<file path="src/rtl/img_proc_pkg.sv">
// Shared image-processing definitions: default geometry and the line feeder FSM state type.
package img_proc_pkg;

  localparam int unsigned DefaultDataWidth  = 8;
  localparam int unsigned DefaultImgWidth   = 512;
  localparam int unsigned DefaultImgHeight  = 512;
  localparam int unsigned DefaultNumBuffers = 4;

  typedef enum logic [1:0] {
    StIdle,
    StSend,
    StWait,
    StDone
  } feederState_e;

endpackage

</file>
<file path="src/rtl/line_feeder.sv">
// Line feeder: streams one frame of pixels into a downstream line-buffered stage, gated by
// a credit count of free downstream line buffers.
// Optional feature: define LINE_FEEDER_PAD_EN to wrap the frame in one all-zero pad line
// before the first and after the last image line.
module line_feeder
  import img_proc_pkg::*;
#(
  parameter int unsigned DATA_WIDTH  = DefaultDataWidth,
  parameter int unsigned IMG_WIDTH   = DefaultImgWidth,
  parameter int unsigned IMG_HEIGHT  = DefaultImgHeight,
  parameter int unsigned NUM_BUFFERS = DefaultNumBuffers
) (
  input  logic                  clk,
  input  logic                  rst_n,
  input  logic                  start,
  input  logic [DATA_WIDTH-1:0] sData,
  input  logic                  sValid,
  output logic                  sReady,
  output logic [DATA_WIDTH-1:0] outPixel,
  output logic                  outPixelValid,
  input  logic                  rdBuffEmpty,
  output logic                  busy,
  output logic                  frameDone
);

  localparam int unsigned CreditW = $clog2(NUM_BUFFERS + 1);
  localparam int unsigned ColW    = (IMG_WIDTH > 1) ? $clog2(IMG_WIDTH) : 1;
  localparam int unsigned LineW   = $clog2(IMG_HEIGHT + 2);
`ifdef LINE_FEEDER_PAD_EN
  localparam int unsigned TotalLines = IMG_HEIGHT + 2;
`else
  localparam int unsigned TotalLines = IMG_HEIGHT;
`endif

  localparam logic [CreditW-1:0] CreditMax = CreditW'(NUM_BUFFERS);
  localparam logic [ColW-1:0]    ColLast   = ColW'(IMG_WIDTH - 1);
  localparam logic [LineW-1:0]   LineLast  = LineW'(TotalLines - 1);

  feederState_e stateQ, stateD;

  logic [CreditW-1:0]    creditQ, creditD;
  logic [ColW-1:0]       colQ, colD;
  logic [LineW-1:0]      lineQ, lineD;
  logic                  xfer;
  logic                  endOfLine;
  logic                  lastLine;
  logic                  creditInc;
  logic [DATA_WIDTH-1:0] pixelSel;

`ifdef LINE_FEEDER_PAD_EN
  logic padLine;
  assign padLine = (lineQ == '0) || (lineQ == LineLast);
`endif

  // Transfer qualification and the pixel that a transfer would capture.
  always_comb begin
`ifdef LINE_FEEDER_PAD_EN
    // Pad lines run one pixel per cycle without consuming upstream data.
    xfer     = (stateQ == StSend) && (padLine || sValid);
    pixelSel = padLine ? '0 : sData;
`else
    xfer     = sValid && sReady;
    pixelSel = sData;
`endif
    endOfLine = xfer && (colQ == ColLast);
    lastLine  = (lineQ == LineLast);
    creditInc = rdBuffEmpty && ((stateQ == StSend) || (stateQ == StWait));
  end

  // Next values of the column, line and credit counters.
  always_comb begin
    creditD = creditQ;
    colD    = colQ;
    lineD   = lineQ;
    if ((stateQ == StIdle) && start) begin
      creditD = CreditMax;
      colD    = '0;
      lineD   = '0;
    end else begin
      if (xfer) begin
        colD = endOfLine ? '0 : colQ + ColW'(1);
      end
      if (endOfLine) begin
        lineD = lineQ + LineW'(1);
      end
      // A freed buffer arriving with the end-of-line consume cancels out.
      if (endOfLine && !creditInc) begin
        creditD = creditQ - CreditW'(1);
      end else if (creditInc && !endOfLine && (creditQ != CreditMax)) begin
        creditD = creditQ + CreditW'(1);
      end
    end
  end

  // Counter registers.
  always_ff @(posedge clk or negedge rst_n) begin
    if (!rst_n) begin
      creditQ <= '0;
      colQ    <= '0;
      lineQ   <= '0;
    end else begin
      creditQ <= creditD;
      colQ    <= colD;
      lineQ   <= lineD;
    end
  end

  // State register.
  always_ff @(posedge clk or negedge rst_n) begin
    if (!rst_n) begin
      stateQ <= StIdle;
    end else begin
      stateQ <= stateD;
    end
  end

  // Next-state logic.
  always_comb begin
    stateD = stateQ;
    unique case (stateQ)
      StIdle: begin
        if (start) begin
          stateD = StSend;
        end
      end
      StSend: begin
        if (endOfLine) begin
          if (lastLine) begin
            stateD = StDone;
          end else if (creditD == '0) begin
            stateD = StWait;
          end
        end
      end
      StWait: begin
        if (creditQ != '0) begin
          stateD = StSend;
        end
      end
      StDone: begin
        stateD = StIdle;
      end
      default: begin
        stateD = StIdle;
      end
    endcase
  end

  // State-decoded outputs.
  always_comb begin
`ifdef LINE_FEEDER_PAD_EN
    sReady = (stateQ == StSend) && !padLine;
`else
    sReady = (stateQ == StSend);
`endif
    busy      = (stateQ != StIdle);
    frameDone = (stateQ == StDone);
  end

  // Output pixel register: one cycle of latency, holds its value between transfers.
  always_ff @(posedge clk or negedge rst_n) begin
    if (!rst_n) begin
      outPixel      <= '0;
      outPixelValid <= 1'b0;
    end else begin
      outPixelValid <= xfer;
      if (xfer) begin
        outPixel <= pixelSel;
      end
    end
  end

endmodule

</file>
<file path="config.mk">
export PLATFORM = sky130hd
export DESIGN_NAME = line_feeder
export DESIGN_NICKNAME = d
export VERILOG_FILES = /design/src/rtl/img_proc_pkg.sv /design/src/rtl/line_feeder.sv
export SDC_FILE = /design/constraint.sdc
export NUM_CORES = 1
export LEC_CHECK = 0
export CORE_MARGIN = 2
export CORE_UTILIZATION = 58
export DETAILED_ROUTE_END_ITERATION = 8
export PLACE_DENSITY = 0.87
export SKIP_CTS_REPAIR_TIMING = 1
export SLEW_MARGIN = 10
export SYNTH_ARGS = -nofsm -noshare
export SYNTH_HDL_FRONTEND = slang
export SYNTH_SLANG_ARGS = --single-unit
</file>
<file path="constraint.sdc">
create_clock -name clk -period 5.97 [get_ports clk]
set_input_delay 1.194 -clock clk [delete_from_list [all_inputs] [get_ports clk]]
set_output_delay 1.194 -clock clk [all_outputs]
set_load 0.01 [all_outputs]
</file>
==> results.ini <==
[clock_tree]
cts_tree=built
clk_latency_ps=340
path_clk_slew_ps=100
cts_buffer_depth=2
htreeDepth=2
cts_root_buffer=clkbuf_4
clock-sinks=33
cts_buffers=5

[logic_synthesis]
synth_area_per_cell_um2=10.18
seq_area_frac_synth=0.4433
synth_cells=183
async_reset_ff_frac=1.000
synth_adder_area_share=0.07388
synth_simple_gate_area_frac=0.1679
synth-seq-cells=33
synth_nets=207
synth.distinct_cells=45
syn_area_um2=1863
synthMuxAreaShare=0.07186
synth-xor-area-share=0.05171
synth_top_family_by_area=simple AND/OR/NAND/NOR gates
synth_edf_count=0
synth_compound_area_frac=0.1404
synth_flop_cell=dfrtp_1
yosys_warnings=0

[sta]
final.min_clock_period_ps=3066
rsz0062_at_grt=false
fin_tns_setup_ps=0
fmax_mhz=326.2
setup_viol=0
finalCritPeriodShare=0.5135
finalHoldViolations=0
drv_slew=0
finalClockSkew_ps=7.206
tightest_slew_ps=870.6
maxSlewHeadroom=0.4196

[power_and_ir_drop]
ir_drop_uv=250.5
p_leak_nw=0.9411
p_per_area_nw_per_um2=440.1

[final_layout]
area_growth_pct=15.92
final_cell_mix=33 x dfrtp_1, 24 x clkdlybuf4s50_1, 23 x nor2_1
final_common_cell=dfrtp_1
diodes=0
nNetsFinal=229
fillCellCount=260
drive_above_1_share=0.1019
final_cells=250

[critical_path]
crit_required_ps=4780
start_kind=register
cp_max_fo=9
crit_chain=inv_1, ha_1, clkdlybuf4s50_1
critPathTopFamily=buffers and inverters
slowest_delay_ps=610
worst_path_max_delay_cell=clkdlybuf4s50_1
cp.arrival_ps=1870
regToRegSetupSlack_ps=3080
crit_type=register to output port
cp_num_buf_inv=2
worstSetupEndpointType=output port

[floorplan]
die_h_um=60.68
dieArea_um2=3681
start_util=0.6102
die-width_um=60.68
io_pins=25
placementRows=20
coreArea_um2=3053

[routing]
first_iter_violations=57
first_pass_iters=4
viasPerCell=5.812
post_drt_wl_per_cell_um=14.20
vias=1453
ant_nets=0
routed_wl_um=3549
drc=0

[place]
dp_hpwl_um=2490
dp.cells=242
portBuffers=24
place.gp.congestion=0.8715

[worst_hold_path]
hp-class=register to register

[global_route]
grt_max_degree=34
grt_pass1_wl_um=6141
antenna_found_initial=0
grt_use_total=0.2281
grt_pass1_vias=1418
grt-ovfl-total=0

[flow_run]
drv_cap=0

[run_status]
status=complete, no violations

==> final timing paths <==
path / start / end / depth (start not counted)
worst max-delay path: stateQ[1] / sReady / 3
worst min-delay path: outPixel[5] / outPixel[5] / 1
worst max register to register: colQ[2] / stateQ[1] / 8
worst min register to register: outPixel[5] / outPixel[5] / 1
max in group asynchronous: rst_n / outPixel[0] / 2
min in group asynchronous: rst_n / lineQ[3] / 2
==> Yosys cell counts, types with 2 or more instances <==
library cell   n  area [um2]
a21oi_1       10       50.05
a311oi_1       3       26.28
a31oi_1        4       25.02
a41oi_1        2       17.52
and2_1         4       25.02
and4_1         3       26.28
buf_6          2       22.52
clkbuf_1       5       18.77
dfrtp_1       33       825.8
ha_1          11       137.6
inv_1         10       37.54
mux2_2         9       101.4
nand2_1       12       45.04
nand3_1        6       30.03
nand4_1        3       18.77
nor2_1        23       86.33
nor3_1         2       10.01
nor3b_1        2       15.01
o21ai_0        4       20.02
xnor2_1        6       52.55
xor2_1         5       43.79
==> stage by stage <==
| step | setup slack [ps] | cell area, um2 | utilization | hold slack [ps] | power [mW] |
|---|---|---|---|---|---|
| CTS | 2902 | 2160 | 0.7074 | 527.7 | 0.9531 |
| global route | 2821 | 2160 | 0.7074 | 541.8 | 1.025 |
| floorplan | 3513 | 1863 | - | 489.7 | 0.6768 |
| detailed placement | 2755 | 2108 | 0.6906 | 497.3 | 0.8299 |
| global placement | 2812 | 2108 | 0.6906 | 489.5 | 0.8023 |
| finish | 2904 | 2160 | 0.7074 | 522.1 | 0.9505 |
==> state kept, by name (all words and copies together), names as in the netlist <==
register,flops
outPixelValid,1
stateQ,2
creditQ,3
colQ,9
outPixel,8
lineQ,10
==> final cells by class <==
type                    count  area (um2)  area share
multi-input cells         130       942.2      0.4363
flip-flops and latches     33       825.8      0.3824
repair buffers             25       247.7      0.1147
well taps                  44       55.05     0.02549
clock buffers               6       41.29     0.01912
inverters                  10       37.54     0.01738
clock inverters             2       10.01    0.004635
==> report_power, final <==
part           switching, mW  internal [mW]
logic                  0.238          0.232
registers             0.0665          0.295
clock network         0.0748         0.0448
==> kinds of logic (layout without fill, tap and decap cells) <==
group / count (synthesis) / in the layout
muxes: 11 / 11
and+or+nand+nor: 61 / 61
adders and majority gates: 11 / 11
DFF: 33 / 33
AOI/OAI and AO/OA: 36 / 36
buffers and inverters: 20 / 43
xor gates and xnor gates: 11 / 11
==> layer usage <==
layer | GRT usage | share of wire | up-vias
met1 | 0.2582 | 0.42 | 695
li1 | - | - | 697
met4 | 0.06832 | 0.014 | 0
met5 | 0 | 0 | -
met2 | 0.4025 | 0.51 | 55
met3 | 0.08316 | 0.064 | 6
Power figures use the tool's default switching activity.
==> RTL change 1, RTL diff (config.mk and constraints unchanged) <==
The 4 states of `feederState_e` get a Gray code encoding in 2 bits.
--- a/src/rtl/img_proc_pkg.sv
+++ b/src/rtl/img_proc_pkg.sv
@@ -9,6 +9,6 @@
   typedef enum logic [1:0] {
-    StIdle,
-    StSend,
-    StWait,
-    StDone
+    StIdle = 2'b00,
+    StSend = 2'b01,
+    StWait = 2'b11,
+    StDone = 2'b10
   } feederState_e;
Function: no difference found for any inputs over 10 cycles, from zero or initial values and one cycle with rst_n low; not proved beyond that.
==> RTL change 1 against the original RTL <==
  * Setup slack better by 0.091 ns
  * Routed wire length shrank 2.6%
  * Final area decreased by 6.6%
  * Maximum frequency rose by 3.1%
  * Count of clock-buffer cells in the layout increased by 1
  * Via count down 2.1%
  * Synthesized area fell by 9.5%
  * Sequential cell count did not move
  * Critical endpoint is now stateQ[0]
  * Largest cell class is now registers
Power is not compared: it rests on default switching activity, and its combinational part moved more than twofold at a synthesized area within 25%.
==> RTL change 1: results <==
[run_status]
status = "finished clean"

[logic_synthesis]
synth.distinct_cells = 32
syn-instance-count = 183
ys_seq_area_share_pct = 49.0
ys_top_cells_by_count = "dfrtp_1 (33), nand2_1 (32), nor2_1 (18)"
yosys_warnings = 0
yosysMostFrequentCell = "dfrtp_1"
syn-num-nets = 202
ys_top_cells_by_area = "dfrtp_1 (49%), nand2_1 (7.1%), ha_1 (4.5%), nor2_1 (4.0%), a21oi_1 (3.3%)"
async_reset_ff_share_pct = 100

[cts]
cts_buffers = 5
root_buffer = "clkbuf_4"
cts_buffer_depth = 2
clock_latency_ns = 0.34
clkTransAtPathRegs_ns = 0.10
htree_num_levels = 2

[critical_path]
worstPathMaxFanout = 13
cpMaxStageDelayCell = "ha_1"
cpPeakStageDelay_ns = 0.46
r2r_slack_ns = 3.00
critPathKind = "reg2reg"
r2r_start = "colQ[0]"
worstPathArrival_ns = 3.21

[sta]
finClkSkew_ns = 0.0146
setup_violations = 0
tightest_slew_ns = 0.773
holdWs_ns = 0.496
fin_crit_ns = 2.97

[placed_design]
place_area_um2 = 1950
post-place-ws_ns = 2.69
numPortBuffers = 24
dpl.hpwl_mm = 2.47
place.gp.congestion = 0.798

[drt]
wirelength_mm = 3.46
drtIter0Drc = 61
drtPass1Iterations = 4
vias_per_cell = 5.93

[power_and_ir_drop]
ir_drop_mv = 0.260
switching_power_uw = 182
p_leak_nw = 0.949

[grt]
antenna_found_initial = 0
grt_pass1_vias = 1414
grt_pass1_wl_mm = 5.87
grt_usage_pct = 23.4
grt_max_degree = 34

[cells_and_area]
nets = 227
fillCellCount = 188
num_antenna_cells = 0
areaGrowthSynthToFinish_pct = 19.6
stdcell_count = 240
largest_registers = "lineQ: 10 flops, colQ: 9 flops, outPixel: 8 flops"
drive_gt1_share_pct = 6.22

[worst_hold_path]
holdCritStartpoint = "outPixel[7]"
hold_path_class = "reg2reg"
## RTL change 1: path summary, 6_finish.rpt
kind / to / cells after the start
setup / recovery: stateQ[0] / 9
hold / removal: outPixel[7] / 2
setup reg to reg: stateQ[0] / 9
hold reg to reg: outPixel[7] / 2
max in group asynchronous: lineQ[1] / 2
min in group asynchronous: colQ[0] / 2
## RTL change 1: final cells by class
cell class                      instances  share of cell area [%]
Clock inverter                          1                   0.248
Sequential cell                        33                    40.9
Tap cell                               31                    1.92
Inverter                                5                   0.931
Multi-Input combinational cell        137                    40.1
Clock buffer                            7                    3.23
Timing Repair Buffer                   26                    12.7
## RTL change 1: kinds of logic (layout without fill, tap and decap cells)
kind of cell | after synthesis | count (layout) | synth area share (%)
simple gates | 92 | 92 | 28.2
flops | 33 | 33 | 49.0
compound gates | 29 | 29 | 9.64
buf+inv | 13 | 39 | 3.41
xor+xnor | 8 | 8 | 4.15
fa+ha+maj | 6 | 6 | 4.45
mux | 2 | 2 | 1.19
## RTL change 1: critical path, delay by kind of cell, from the launching register on
family	cells	cell delay, ns
AOI/OAI and AO/OA	1	0.19
adders and majority gates	2	0.67
DFF	1	0.43
and+or+nand+nor	6	1.58
## RTL change 1: power groups by stage
stage	combinational, mW	clock, mW	sequential [mW]
global route	0.159	0.159	0.294
floorplan	0.0876	0	0.288
detailed placement	0.141	0	0.293
global placement	0.131	0	0.289
CTS	0.143	0.148	0.289
finish	0.143	0.142	0.290
## RTL change 1: metal layers
layer | global-route usage [%] | vias up | wire length [µm]
met5 | 0 | - | 0
met4 | 14.6 | 0 | 84
met3 | 7.37 | 10 | 201
met2 | 36.0 | 45 | 1670
met1 | 28.5 | 682 | 1500
li1 | - | 686 | -
==> RTL change 2, RTL diff (same settings) <==
Made on the original files. Set the package constant `DefaultDataWidth` to 6 (it was 8).
--- a/src/rtl/img_proc_pkg.sv
+++ b/src/rtl/img_proc_pkg.sv
@@ -3,3 +3,3 @@
 
-  localparam int unsigned DefaultDataWidth  = 8;
+  localparam int unsigned DefaultDataWidth  = 6;
   localparam int unsigned DefaultImgWidth   = 512;
Ports: changed (resized outPixel and sData); port bits go from 25 to 21. The function was not compared with the original's and may differ.
==> RTL change 2 against the original RTL <==
  * Final area down 7.0%
  * Clock skew increased by 0.0039 ns
  * Setup slack lost 0.11 ns
  * Routed wire length decreased by 2.5%
  * Die area decreased by 8.6%
  * Total power shrank 12%
  * Via count is 5.5% lower
  * Synthesized area shrank 9.2%
  * Sequential cell count is 2 lower
  * First-iteration DRC count down 8.8%
  * Core utilization increased by 2.1 points
  * Critical path type is now in2reg
  * Critical endpoint is now stateQ[1]
  * Largest power group unchanged
==> RTL change 2: results <==
[run_status]
status = "finished clean"

[logic_synthesis]
syn-num-nets = 195
synth_fa_ha_area_share_pct = 8.14
muxShareOfSynthArea_pct = 4.66

[drt]
wl_met1_mm = 1.46
wl_met3_um = 213
drtPass1Iterations = 5
vias_per_cell = 5.97
drtIter0Drc = 52
wl_per_cell_um = 15.1

[power_and_ir_drop]
p_leak_nw = 0.881
switching_power_uw = 303

[cells_and_area]
design.seq.count = 31
fillCellCount = 199
largest_registers = "lineQ: 10 flops, colQ: 9 flops, outPixel: 6 flops"
seq_area_um2 = 776
nets = 220

[sta]
finClkSkew_ns = 0.0111

[critical_path]
worstPathMaxFanout = 8
cpPeakStageDelay_ns = 0.55
cpMaxStageDelayCell = "or4b_4"
critical-path-top-delay-family = "compound AO/OA/AOI/OAI gates"

[placed_design]
numPortBuffers = 20
post-place-ws_ns = 2.36
numPlacedInstances = 222
dpl.hpwl_mm = 2.50
## RTL change 2: cell count changes after synthesis, moves of 3 or more
| cell | unedited run | this run |
|---|---|---|
| clkbuf_1 | 5 | 2 |
| nand3_1 | 6 | 11 |
| a31oi_1 | 4 | 1 |
| and2_1 | 4 | 0 |
| a21oi_1 | 10 | 15 |
| xor2_1 | 5 | 8 |
| a311oi_1 | 3 | 0 |
## RTL change 2: path summary, 6_finish.rpt
check / startpoint / end / slack, ns / cells past startpoint
worst max-delay path: sValid / stateQ[1] / 2.79 / 6
worst min-delay path: outPixel[3] / outPixel[3] / 0.52 / 1
worst max register to register: colQ[0] / stateQ[1] / 2.99 / 9
worst min register to register: outPixel[3] / outPixel[3] / 0.52 / 1
max in group asynchronous: rst_n / lineQ[4] / 4.44 / 2
min in group asynchronous: rst_n / lineQ[2] / 1.24 / 2
